`config.mk`:
```
export PLATFORM = sky130hd
export DESIGN_NAME = fetch_stage
export DESIGN_NICKNAME = d
export VERILOG_FILES = /design/src/rtl/cpu_pkg.sv /design/src/rtl/perf_counter.sv /design/src/rtl/fetch_stage.sv
export SDC_FILE = /design/constraint.sdc
export NUM_CORES = 1
export LEC_CHECK = 0
export CAP_MARGIN = 20
export CORE_ASPECT_RATIO = 1.1
export CORE_MARGIN = 5
export CORE_UTILIZATION = 41
export DETAILED_ROUTE_END_ITERATION = 12
export PLACE_DENSITY = 0.83
export SKIP_LAST_GASP = 1
export SLEW_MARGIN = 5
export SYNTH_ARGS = -nofsm -noshare
export SYNTH_HDL_FRONTEND = slang
export SYNTH_SLANG_ARGS = --single-unit
```
`constraint.sdc`:
```
create_clock -name clk_i -period 5.75 [get_ports clk_i]
set_clock_uncertainty 0.1 [all_clocks]
set_input_delay 1.725 -clock clk_i [delete_from_list [all_inputs] [get_ports clk_i]]
set_output_delay 1.725 -clock clk_i [all_outputs]
set_load 0.01 [all_outputs]
```
`src/rtl/cpu_pkg.sv`:
```
// Shared CPU definitions: datapath width, reset/bubble constants and the
// fetch FSM state encoding.
package cpu_pkg;

  localparam int XLEN = 32;

  localparam logic [XLEN-1:0] NOP_INSTR = 32'h0000_0013;
  localparam logic [XLEN-1:0] RESET_PC  = 32'h0000_0000;

  typedef enum logic {
    IDLE = 1'b0,
    RUN  = 1'b1
  } fetch_state_e;

endpackage

```
`src/rtl/perf_counter.sv`:
```
// Free-running 32-bit event counter: increments when en_i is high, wraps
// modulo 2^32, cleared asynchronously by rst_i.
module perf_counter
  import cpu_pkg::*;
(
  input  logic            clk_i,
  input  logic            rst_i,
  input  logic            en_i,
  output logic [XLEN-1:0] cnt_o
);

  logic [XLEN-1:0] cnt_q;
  logic [XLEN-1:0] cnt_d;

  always_comb begin
    cnt_d = cnt_q;
    if (en_i) cnt_d = cnt_q + 32'd1;
  end

  always_ff @(posedge clk_i or posedge rst_i) begin
    if (rst_i) cnt_q <= '0;
    else       cnt_q <= cnt_d;
  end

  assign cnt_o = cnt_q;

endmodule

```
`src/rtl/fetch_stage.sv`:
```
// Instruction fetch stage: PC register, IF/ID pipeline register, IDLE/RUN
// control FSM, and stall/flush event counters. Instruction memory is external.
module fetch_stage #(
  parameter logic [31:0] RESET_PC  = cpu_pkg::RESET_PC,
  parameter logic [31:0] NOP_INSTR = cpu_pkg::NOP_INSTR
) (
  input  logic                  clk_i,
  input  logic                  rst_i,
  input  logic                  start_i,
  input  logic                  stall_i,
  input  logic                  flush_i,
  input  logic [31:0]           branch_target_i,
  output logic [31:0]           instr_addr_o,
  input  logic [31:0]           instr_i,
  output logic [31:0]           pc_o,
  output logic [31:0]           ifid_pc_o,
  output logic [31:0]           ifid_instr_o,
  output logic                  ifid_valid_o,
  output logic [31:0]           stall_cnt_o,
  output logic [31:0]           flush_cnt_o,
  output cpu_pkg::fetch_state_e state_dbg_o
);

  cpu_pkg::fetch_state_e state_q, state_d;

  logic [31:0] pc_q, pc_d;
  logic [31:0] ifid_pc_q, ifid_pc_d;
  logic [31:0] ifid_instr_q, ifid_instr_d;
  logic        ifid_valid_q, ifid_valid_d;
  logic        fetch_en;
  logic        stall_inc;
  logic        flush_inc;

  // FSM: state register
  always_ff @(posedge clk_i or posedge rst_i) begin
    if (rst_i) state_q <= cpu_pkg::IDLE;
    else       state_q <= state_d;
  end

  // FSM: next state
  always_comb begin
    state_d = state_q;
    case (state_q)
      cpu_pkg::IDLE: if (start_i)  state_d = cpu_pkg::RUN;
      cpu_pkg::RUN:  if (!start_i) state_d = cpu_pkg::IDLE;
      default:                     state_d = cpu_pkg::IDLE;
    endcase
  end

  // FSM: outputs. Decoding state_q means the IDLE->RUN cycle still acts as IDLE.
  always_comb begin
    fetch_en = 1'b0;
    if (state_q == cpu_pkg::RUN) fetch_en = 1'b1;
  end

  always_comb begin
    pc_d         = pc_q;
    ifid_pc_d    = ifid_pc_q;
    ifid_instr_d = ifid_instr_q;
    ifid_valid_d = ifid_valid_q;
    stall_inc    = 1'b0;
    flush_inc    = 1'b0;
    if (!fetch_en) begin
      ifid_instr_d = NOP_INSTR;
      ifid_valid_d = 1'b0;
    end else if (flush_i) begin
      // Flush wins over a simultaneous stall; the wrong-path fetch becomes a bubble.
      pc_d         = branch_target_i & ~32'h3;
      ifid_pc_d    = pc_q;
      ifid_instr_d = NOP_INSTR;
      ifid_valid_d = 1'b0;
      flush_inc    = 1'b1;
    end else if (stall_i) begin
      stall_inc    = 1'b1;
    end else begin
      pc_d         = pc_q + 32'd4;
      ifid_pc_d    = pc_q;
      ifid_instr_d = instr_i;
      ifid_valid_d = 1'b1;
    end
  end

  always_ff @(posedge clk_i or posedge rst_i) begin
    if (rst_i) begin
      pc_q         <= RESET_PC;
      ifid_pc_q    <= '0;
      ifid_instr_q <= NOP_INSTR;
      ifid_valid_q <= 1'b0;
    end else begin
      pc_q         <= pc_d;
      ifid_pc_q    <= ifid_pc_d;
      ifid_instr_q <= ifid_instr_d;
      ifid_valid_q <= ifid_valid_d;
    end
  end

  perf_counter u_stall_cnt (
    .clk_i (clk_i),
    .rst_i (rst_i),
    .en_i  (stall_inc),
    .cnt_o (stall_cnt_o)
  );

  perf_counter u_flush_cnt (
    .clk_i (clk_i),
    .rst_i (rst_i),
    .en_i  (flush_inc),
    .cnt_o (flush_cnt_o)
  );

  assign instr_addr_o = pc_q;
  assign pc_o         = pc_q;
  assign ifid_pc_o    = ifid_pc_q;
  assign ifid_instr_o = ifid_instr_q;
  assign ifid_valid_o = ifid_valid_q;
  assign state_dbg_o  = state_q;

endmodule

```
# Word level (Yosys, flattened, before mapping)
# Cells that the tools add are included.
[totals]
ff_bits = 162
input_bits = 69
out_inout_bits = 194
[classes]
n_addsub = 3
n_eq_ne = 2
mux = 17
reduce_logical = 1
[ops]
columns = ["op", "count"]
rows = [
  ["two-way mux 32 bit", 7],
  ["adder 32 x 1 -> 32 bit (second input constant)", 2],
  ["adder 32 x 3 -> 32 bit (second input constant)", 1],
  ["two-way mux 1 bit", 10],
  ["!= test 3 bit (second input constant)", 1],
  ["!= test 2 x 1 -> 1 bit (second input constant)", 1],
  ["AND reduction 2 bit", 1],
]

# Depth between registers and ports, before layout
# Gate-level depths: netlist (run 1).
[logic_depth]
depth_word = 3
depth_mapped = 7
depth_no_buf = 6

# Modules after synthesis
# A second synthesis (run 1) with hierarchy kept.
[hier_totals]
cells_unflattened = 732
area_unflattened_um2 = 7593.5
[by_module_without_submodules]
columns = ["mod", "instances", "cells_each", "area_each_um2"]
rows = [
  ["fetch_stage", 1, 480, 4573.1],
  ["perf_counter", 2, 126, 1510.2],
]

# Worst setup path after synthesis (run 1)
# No wires, ideal clock.
[synth_path]
kind = "in2reg"
start = "input flush_i"
end = "register u_stall_cnt.cnt_q[26], in the netlist u_stall_cnt.cnt_o[26]"
t_arrival_ns = 3.024
t_required_ns = 5.524
path_slack_ns = 2.500
path_stages = 7
path_buffers = 2
path_cell_list = "buf_6 > nand2b_4 > or3_1 > buf_2 > nor3_4 > nand4_1 > xnor2_1"
[synth_between]
elab_chain_len = 2
[synth_lines]
columns = ["element", "line_no", "rtl"]
rows = [
  ["from (decl)", "fetch_stage.sv:11", "input logic flush_i,"],
  ["two-way mux 1 bit", "fetch_stage.sv:66", "end else if (flush_i) begin"],
  ["two-way mux 1 bit", "fetch_stage.sv:63", "if (!fetch_en) begin"],
  ["to (signal assigned)", "perf_counter.sv:22", "else cnt_q <= cnt_d;"],
  ["to (decl)", "perf_counter.sv:12", "logic [XLEN-1:0] cnt_q;"],
]
# Every way passes these cells.
# A chain may end at the register's enable or synchronous reset.

# Worst setup path in the final report (run 1)
[layout_path]
start = "input flush_i"
end = "register pc_q[29], in the netlist instr_addr_o[29]"
[layout_between]
elab_chain_len = 2
elab_cells_between_ends = 3
[layout_lines]
columns = ["element", "line_no", "rtl"]
rows = [
  ["!= test 2 x 1 -> 1 bit (no line)", "--", ""],
  ["AND reduction 2 bit (no line)", "--", ""],
  ["to (signal assigned)", "fetch_stage.sv:90", "pc_q <= pc_d;"],
  ["to (decl)", "fetch_stage.sv:26", "logic [31:0] pc_q, pc_d;"],
]
# Several ways; a longest one is shown, not always the timed one.

==> impl_results.md, run 1 <==
* Crit-path max FO at 46
* Static leakage at 4.54 nW
* Post-route setup TNS at 0 ps
* GRT Residual Overflow at 0
* Core ar. at 17700 um^2
* Hpwl dp at 15.3 mm
* Register Area at 3960 um^2
* Top routing layer used: met5
* Die Y at 151 um
* Cell family with most CP delay: buffers and inverters
* Cells after Synth at 723
* Combinational fraction of design power at 21.5%
* Psw at 952 uW
* Met2 wire length at 10.7 mm
* H-Tree Depth at 4
* GRT Resource Usage Total at 20.9%
* Full die area at 20800 um^2
* Yosys cell types at 60
* # nets final at 1011
* RD Place Congestion at 0.824
* Max-cap violation count at 0
* Final std cells w/o fill at 1190
* Min-delay worst type: register to register
* Sequential Power Share at 44.0%
* Crit path max-delay cell type: a21oi_4
* RSZ-0062 raised after global routing: false
* Pwr per Cell Area at 298 nW/um^2
* WL final at 21.3 mm
* Layout area overhead at 42.1%
* CP required at 5950 ps
* ANT nets after route at 0
* IO Pins at 263
* Net switching share of the total power at 30.5%
* I/O Buffers at 254
* Endpoints failing setup at 0
* Layout cells sized above 1 at 6.20%
* Worst slack at placement at 1480 ps
* Die X at 138 um
* Cell Chain, Critical Path: buf_2 > inv_1 > a21oi_4 > nand2_1 > nor3_1 > a211oi_1
* Pin count of the biggest net entering global routing at 91
* TritonCTS clock tree: yes
* Final Power at 3.12 mW
* Slew HR at 37.8%
* Min cycle time layout at 3860 ps
* Worst setup path category: input pin to register
* Metal3 WL at 1.67 mm
* Diodes inserted at 0
* Cell taking the most area after synthesis: dfrtp_1
* Startpoint types: input pin
* Max-slew violations at 0
* Std cell rows at 51
* CTS Sinks at 158
* CP bufs+invs at 2
* First DRT Iteration DRCs at 332
* Netlist area before placement at 7380 um^2
* Number of global-route vias before repair at 6384
* Clk root buf: clkbuf_16
* Routed length per instance at 17.9 um
* Highest-count cells in the layout ignoring fill and taps: 253 x clkdlybuf4s50_1, 155 x dfrtp_1, 142 x nand2_1, 46 x xnor2_1, 32 x nor2_1
* Arrival @ worst endpoint at 4060 ps
* Ys Warns at 0
* Routed vias/inst at 5.27
* First drt pass iteration count at 5
* Post-synthesis async set-or-reset flop share at 100%
* CTS clk-pin slew, worst paths at 70 ps
* Cts repair resizes at 0
* Critical Path End Type: register
* Slowest stage delay, CP at 750 ps
* EDFF count, synth at 0
* Vias at 6268
* P_int at 2.17 mW
* Final period util at 67.1%
* Final worst slack at 1890 ps
* DP Area at 9910 um^2
* # fillers at 1458
* #FFs+latches synth at 158
* Cells after DPL at 1158
* Most common cell after layout, fill and taps aside: clkdlybuf4s50_1
* Worst VDD drop at 0.000219 V
* Fmax at 0.259 GHz
* Sequential-to-total area share from yosys stat at 53.7%
* Synth area leaders: dfrtp_1 53%, nand2_1 7.2%, xnor2_1 5.5%
* Wire length on met1 at 8.47 mm
* Initial antenna violation count at 2
* Area of the multi-input gates at 3030 um^2
* CTS buffer count at 17
* Starting Density at 41.7%
* Hold_buf cts at 0
* Yosys top cell area share at 52.6%
* DRC errors left at 0
* Clk pwr share at 34.5%
* Synthesized area per cell at 10.2 um^2
* Final Instance Area at 10500 um^2
* Post-CTS setup buffer count at 0
* Status: finished clean
* Final Hold Vio Count at 0
* Ys flop type: dfrtp_1
* Worst Tran Pin Value at 929 ps
* Skew-Pair Late Insertion Delay at 430 ps
* Clock Path Buffers at 2
* First-pass GRT wire length at 34.1 mm
worst register-to-register path, cell delays in order (launching register included):
cell and delay, ps:
dfrtp_1 690, inv_1 310, a21oi_4 740, nand2_1 380
nor3_1 290, a211oi_1 70
logic make-up after synthesis:
family	after synthesis	synth area share, %
flip-flops	158	53.7
AO/OA/AOI/OAI	116	11.0
buffers and inverters	75	5.94
multiplexers	2	0.271
AND/OR/NAND/NOR	306	21.2
XOR/XNOR	62	7.36
other	1	0.0508
adder cells (fa/ha/maj)	3	0.509
per-stage QoR:
stage	hold slack, ps	util, %
final	370	59.3
after global routing	400	59.3
after CTS	375	59.3
after detailed placement	363	56.1
after global placement	359	56.1
after floorplan	407	-
layout make-up:
class / count / share of cell area [%]
tap: 238 / 2.84
inverter: 6 / 0.251
clock inverter: 14 / 1.22
clock buffer: 18 / 4.19
multi-input combinational: 495 / 28.9
timing repair buffer: 261 / 24.8
sequential: 158 / 37.8
flip-flops by register name (all words and copies together) (netlist names):
name,flops
ifid_instr_o,32
ifid_pc_o,30
ifid_valid_o,1
instr_addr_o,30
state_dbg_o,1
u_flush_cnt.cnt_o,32
u_stall_cnt.cnt_o,32
path summary, 6_finish.rpt:
kind	start	to	slack (ps)	cells after the start
min	u_flush_cnt.cnt_o[31]	u_flush_cnt.cnt_o[31]	370	1
max	flush_i	instr_addr_o[29]	1890	6
min in group asynchronous	rst_i	ifid_pc_o[15]	1730	2
min reg2reg	u_flush_cnt.cnt_o[31]	u_flush_cnt.cnt_o[31]	370	1
max in group asynchronous	rst_i	ifid_instr_o[4]	2880	3
max reg2reg	state_dbg_o	instr_addr_o[29]	3050	5
synthesized netlist by cell type (5+ instances only):
| cell | number |
|---|---|
| a21oi_1 | 21 |
| a22o_1 | 29 |
| a22oi_1 | 6 |
| and2_1 | 8 |
| and3_1 | 15 |
| and4_1 | 19 |
| buf_4 | 38 |
| clkbuf_1 | 21 |
| dfrtp_1 | 155 |
| inv_1 | 6 |
| nand2_1 | 142 |
| nand3_1 | 29 |
| nand4_1 | 22 |
| nor2_1 | 34 |
| nor3_1 | 9 |
| o21ai_0 | 21 |
| o22a_1 | 5 |
| o22ai_1 | 7 |
| or3_1 | 5 |
| xnor2_1 | 46 |
| xor2_1 | 16 |
metal layers:
layer,vias up,track usage [%]
li1,2938,-
met1,3051,25.9
met2,238,34.3
met3,37,6.78
met4,4,7.11
met5,-,0
power by group through the flow:
| stage | Sequential, mW | Combinational (mW) | Clock, mW |
|---|---|---|---|
| after detailed placement | 1.39 | 0.677 | 0 |
| after floorplan | 1.40 | 0.274 | 0 |
| after global placement | 1.39 | 0.664 | 0 |
| after global routing | 1.39 | 0.731 | 1.15 |
| after CTS | 1.37 | 0.680 | 1.11 |
| final | 1.37 | 0.671 | 1.08 |
Power figures use the tool's default switching activity.
==> inputs of run 2 (changes only) <==
--- a/config.mk
+++ b/config.mk
@@ -8,9 +8,9 @@
 export CAP_MARGIN = 20
 export CORE_ASPECT_RATIO = 1.1
 export CORE_MARGIN = 5
-export CORE_UTILIZATION = 41
+export CORE_UTILIZATION = 45
 export DETAILED_ROUTE_END_ITERATION = 12
-export PLACE_DENSITY = 0.83
+export PLACE_DENSITY = 0.86
 export SKIP_LAST_GASP = 1
 export SLEW_MARGIN = 5
 export SYNTH_ARGS = -nofsm -noshare
==> constraint.sdc (replaced) <==
create_clock -name clk_i -period 3.7 [get_ports clk_i]
set_clock_uncertainty 0.1 [all_clocks]
set_input_delay 1.11 -clock clk_i [delete_from_list [all_inputs] [get_ports clk_i]]
set_output_delay 1.11 -clock clk_i [all_outputs]
set_load 0.01 [all_outputs]
==> impl_results.md, run 2 (same netlist as run 1, synthesis figures left out) <==
* Pin count of the biggest net entering global routing at 72
* Crit-path max FO at 11
* I/O Buffers at 254
* Worst Tran Pin Value at 899 ps
* GRT met2 Usage at 36.6%
* TritonCTS clock tree: yes
* Core ar. at 16200 um^2
* GRT Resource Usage Total at 22.1%
* Grt peak-use layer: met2
* Min-delay worst type: register to register
* Max-cap violation count at 0
* Final period util at 80.1%
* Final Hold Vio Count at 0
* Routed length per instance at 18.2 um
* GRT Residual Overflow at 0
* Number of global-route vias before repair at 6387
* Highest-count cells in the layout ignoring fill and taps: 253 x clkdlybuf4s50_1, 155 x dfrtp_1, 142 x nand2_1, 46 x xnor2_1, 32 x nor2_1
* Startpoint types: register
* Skew-Pair Late Insertion Delay at 430 ps
* Status: finished clean
* Fmax at 0.337 GHz
* Starting Density at 45.4%
* GRT met3 Usage at 6.37%
* Slowest stage delay, CP at 660 ps
* RSZ-0062 raised after global routing: false
* Layout cells sized above 1 at 6.88%
* IO Pins at 263
* Post-route setup TNS at 0 ps
* First drt pass iteration count at 6
* Crit path max-delay cell type: dfrtp_1
* Clock Path Buffers at 2
* Final Core Density at 64.8%
* First DRT Iteration DRCs at 466
* Routed vias/inst at 5.41
* ANT nets after route at 0
* Full die area at 19100 um^2
* Slew HR at 39.8%
* CTS clk-pin slew, worst paths at 70 ps
* Worst VDD drop at 0.000333 V
* Hold_buf cts at 0
* WL final at 21.2 mm
* # fillers at 1285
* Worst setup path category: register to output port
* Hpwl dp at 15.5 mm
* Max-slew violations at 0
* Static leakage at 4.59 nW
* CTS buffer count at 17
* Endpoints failing setup at 0
* CTS Sinks at 158
* Die X at 132 um
* Min cycle time layout at 2960 ps
* Layout area overhead at 42.6%
* H-Tree Depth at 4
* Std cell rows at 49
* Met1 usage at 27.3%
* RD Place Congestion at 0.813
* Cell Chain, Critical Path: clkdlybuf4s50_1
* Critical Path End Type: output port
* Die Y at 144 um
* Vias at 6313
* Most common cell after layout, fill and taps aside: clkdlybuf4s50_1
* Final Power at 4.91 mW
* Clk root buf: clkbuf_16
* First-pass GRT wire length at 33.8 mm
* Arrival @ worst endpoint at 1750 ps
* CP required at 2490 ps
* # nets final at 1019
* Cts repair resizes at 0
* Cell family with most CP delay: flip-flops
* DRC errors left at 0
* Post-CTS setup buffer count at 0
* Pwr per Cell Area at 467 nW/um^2
* Initial antenna violation count at 2
* CP bufs+invs at 1
[run 2: report_power, final]
| part | switching (mW) | internal (mW) | total [mW] | leakage [nW] |
|---|---|---|---|---|
| registers | 0.238 | 1.90 | 2.14 | 2.05 |
| logic | 0.472 | 0.581 | 1.05 | 2.26 |
| clock network | 0.759 | 0.962 | 1.72 | 0.279 |
[run 2: metrics by stage]
step,instance area [um^2],instances,hold slack (ps),setup slack (ps)
after global routing,10500,1166,398,674
final,10500,1167,369,737
after floorplan,7400,728,407,492
after global placement,9940,1132,358,600
after CTS,10500,1164,375,699
after detailed placement,9940,1132,362,560
[run 2: metal layers]
layer | vias to the layer above | share of wire (%)
met3 | 38 | 7.4
met2 | 254 | 50
li1 | 2948 | -
met5 | - | 0
met4 | 0 | 2.4
met1 | 3073 | 40
[run 2: path summary, 6_finish.rpt]
| path | start | to | slack [ps] | cells after the start |
|---|---|---|---|---|
| hold / removal | u_flush_cnt.cnt_o[31] | u_flush_cnt.cnt_o[31] | 370 | 1 |
| hold reg to reg | u_flush_cnt.cnt_o[31] | u_flush_cnt.cnt_o[31] | 370 | 1 |
| min in group asynchronous | rst_i | u_stall_cnt.cnt_o[20] | 900 | 2 |
| max in group asynchronous | rst_i | ifid_instr_o[22] | 1950 | 3 |
| setup / recovery | state_dbg_o | state_dbg_o | 740 | 1 |
| setup reg to reg | instr_addr_o[4] | instr_addr_o[29] | 1300 | 5 |
[run 2: final cells by class]
type                    count  area (um^2)  share of cell area (%)
inverters                   6         26.3                   0.250
clock buffers              19          443                    4.21
clock inverters            13          130                    1.24
repair buffers            269         2680                    25.4
flip-flops and latches    158         3960                    37.6
diodes                      3         7.51                  0.0714
well taps                 204          255                    2.43
multi-input cells         495         3030                    28.8
[run 2: worst reg2reg max path, stage by stage, from the launching register on]
cell	delay, ps
dfrtp_1	550
nand3_1	220
nor2_1	730
nand2_1	250
nor3_1	330
a211oi_1	90
==> inputs of run 3 (changes only) <==
--- a/config.mk
+++ b/config.mk
@@ -8,9 +8,9 @@
 export CAP_MARGIN = 20
 export CORE_ASPECT_RATIO = 1.1
 export CORE_MARGIN = 5
-export CORE_UTILIZATION = 45
+export CORE_UTILIZATION = 41
 export DETAILED_ROUTE_END_ITERATION = 12
-export PLACE_DENSITY = 0.86
+export PLACE_DENSITY = 0.83
 export SKIP_LAST_GASP = 1
 export SLEW_MARGIN = 5
 export SYNTH_ARGS = -nofsm -noshare
==> constraint.sdc (replaced) <==
create_clock -name clk_i -period 2.4 [get_ports clk_i]
set_clock_uncertainty 0.1 [all_clocks]
set_input_delay 0.72 -clock clk_i [delete_from_list [all_inputs] [get_ports clk_i]]
set_output_delay 0.72 -clock clk_i [all_outputs]
set_load 0.01 [all_outputs]
==> impl_results.md, run 3 (same netlist as run 1, synthesis figures left out) <==
* Fmax at 0.428 GHz
* # nets final at 1043
* Final period util at 97.5%
* Layout area overhead at 46.9%
* Crit-path max FO at 8
* Min-delay worst type: register to register
* R2R Setup Slk at 280 ps
* Met2 wire length at 10.5 mm
* Hold depth at 2
* H-Tree Depth at 4
* CP bufs+invs at 1
* Top routing layer used: met5
* GRT Resource Usage Total at 20.9%
* I/O Buffers at 254
* Hpwl dp at 15.8 mm
* CP required at 1580 ps
* Arrival @ worst endpoint at 1520 ps
* RSZ-0062 raised after global routing: false
* ANT nets after route at 0
* Crit path max-delay cell type: clkdlybuf4s50_1
* Slowest stage delay, CP at 600 ps
* Max-cap violation count at 0
* Wire length on met1 at 8.46 mm
* Clk root buf: clkbuf_16
* Die X at 138 um
* Reg2reg start: instr_addr_o[3]
* DRC errors left at 0
* Core ar. at 17700 um^2
* RD Place Congestion at 0.833
* Cell family with most CP delay: buffers and inverters
* Routed length per instance at 17.4 um
* Final worst slack at 61.0 ps
* Clock Path Buffers at 2
* Final Hold Slack at 372 ps
* Post-CTS setup buffer count at 0
* Initial antenna violation count at 1
* Pwr per Cell Area at 715 nW/um^2
* Endpoint, Worst Hold: ifid_valid_o
* Pin count of the biggest net entering global routing at 82
* Slew HR at 66.2%
* GRT Residual Overflow at 0
* Final Core Density at 61.3%
* Die Y at 151 um
* First-pass GRT wire length at 34.2 mm
* Critical Path End Type: output port
* Reg2reg end: instr_addr_o[20]
* CTS clk-pin slew, worst paths at 70 ps
* Highest-count cells in the layout ignoring fill and taps: 251 x clkdlybuf4s50_1, 147 x dfrtp_1, 142 x nand2_1, 46 x xnor2_1, 33 x buf_4
* Final Power at 7.75 mW
* First drt pass iteration count at 4
* Worst Reg-to-Reg Cells at 6
* Metal3 WL at 1.74 mm
* Startpoint types: register
* Worst slack at placement at -305 ps
* Endpoints failing setup at 0
* Number of global-route vias before repair at 6475
* CTS Sinks at 158
* CTS buffer count at 17
* Min cycle time layout at 2340 ps
* Max-slew violations at 0
* Worst Tran Pin Value at 503 ps
* Worst setup path category: register to output port
* Starting Density at 41.7%
* TritonCTS clock tree: yes
* Layout cells sized above 1 at 10.1%
* Skew-Pair Late Insertion Delay at 420 ps
* Final std cells w/o fill at 1222
* First DRT Iteration DRCs at 378
* WL final at 21.3 mm
* Routed vias/inst at 5.23
* Diodes inserted at 0
* Vias at 6387
* Status: finished clean
* Most common cell after layout, fill and taps aside: clkdlybuf4s50_1
* Static leakage at 4.75 nW
* IO Pins at 263
* Cells after DPL at 1190
* Std cell rows at 51
* Full die area at 20800 um^2
* Final Hold Vio Count at 0
* Worst VDD drop at 0.000526 V
* Hold_buf cts at 0
* Hold wc startpoint: ifid_valid_o
* Cell Chain, Critical Path: clkdlybuf4s50_1
run 3: cell types whose count changed in the layout (fill, tap and decap cells not counted), sizes merged, moves of 2 or more:
cell and delta:
buf +24, clkdlybuf4s50 -2, clkinv -2, diode -3, dlymetal6s2s +2, inv +2
run 3: repair_timing:
action	in CTS	in global routing
gates cloned	0	0
setup endpoints to repair	5	10
pin swaps	0	0
gates resized for setup	4	6
run 3: worst max path at each step:
stage	start	endpoint	slack, ps	cells after the start
5_1_grt	instr_addr_o[28]	instr_addr_o[28]	4	1
2_1_floorplan	rst_i	ifid_instr_o[10]	-420	1
4_1_cts	instr_addr_o[4]	pc_o[4]	2	1
6_report	instr_addr_o[26]	instr_addr_o[26]	60	1
3_3_place_gp	stall_i	u_stall_cnt.cnt_o[26]	-300	6
3_5_place_dp	stall_i	u_stall_cnt.cnt_o[26]	-300	6
run 3: power breakdown:
| group | internal (mW) | switching, mW | leakage, nW | total, mW |
|---|---|---|---|---|
| registers | 2.93 | 0.351 | 2.04 | 3.28 |
| logic | 0.929 | 0.745 | 2.41 | 1.67 |
| clock network | 1.60 | 1.19 | 0.296 | 2.79 |
run 3: final cells by class:
cell class	instances	area (um^2)
Multi-Input combinational cell	495	3030
Tap cell	238	298
Sequential cell	158	3970
Timing Repair Buffer	293	2910
Clock buffer	18	439
Clock inverter	14	169
Inverter	6	26.3
Fill cell	1435	6840
run 3: per-stage QoR:
stage	area (um^2)	setup TNS, ps
after floorplan	7400	-64850
after global placement	10200	-7160
after detailed placement	10200	-7450
after CTS	10800	0
after global routing	10800	0
final	10800	0
run 3: layer usage:
layer	vias up	track usage, %
li1	2996	-
met1	3085	26.7
met2	264	33.7
met3	40	6.58
met4	2	7.16
met5	-	0
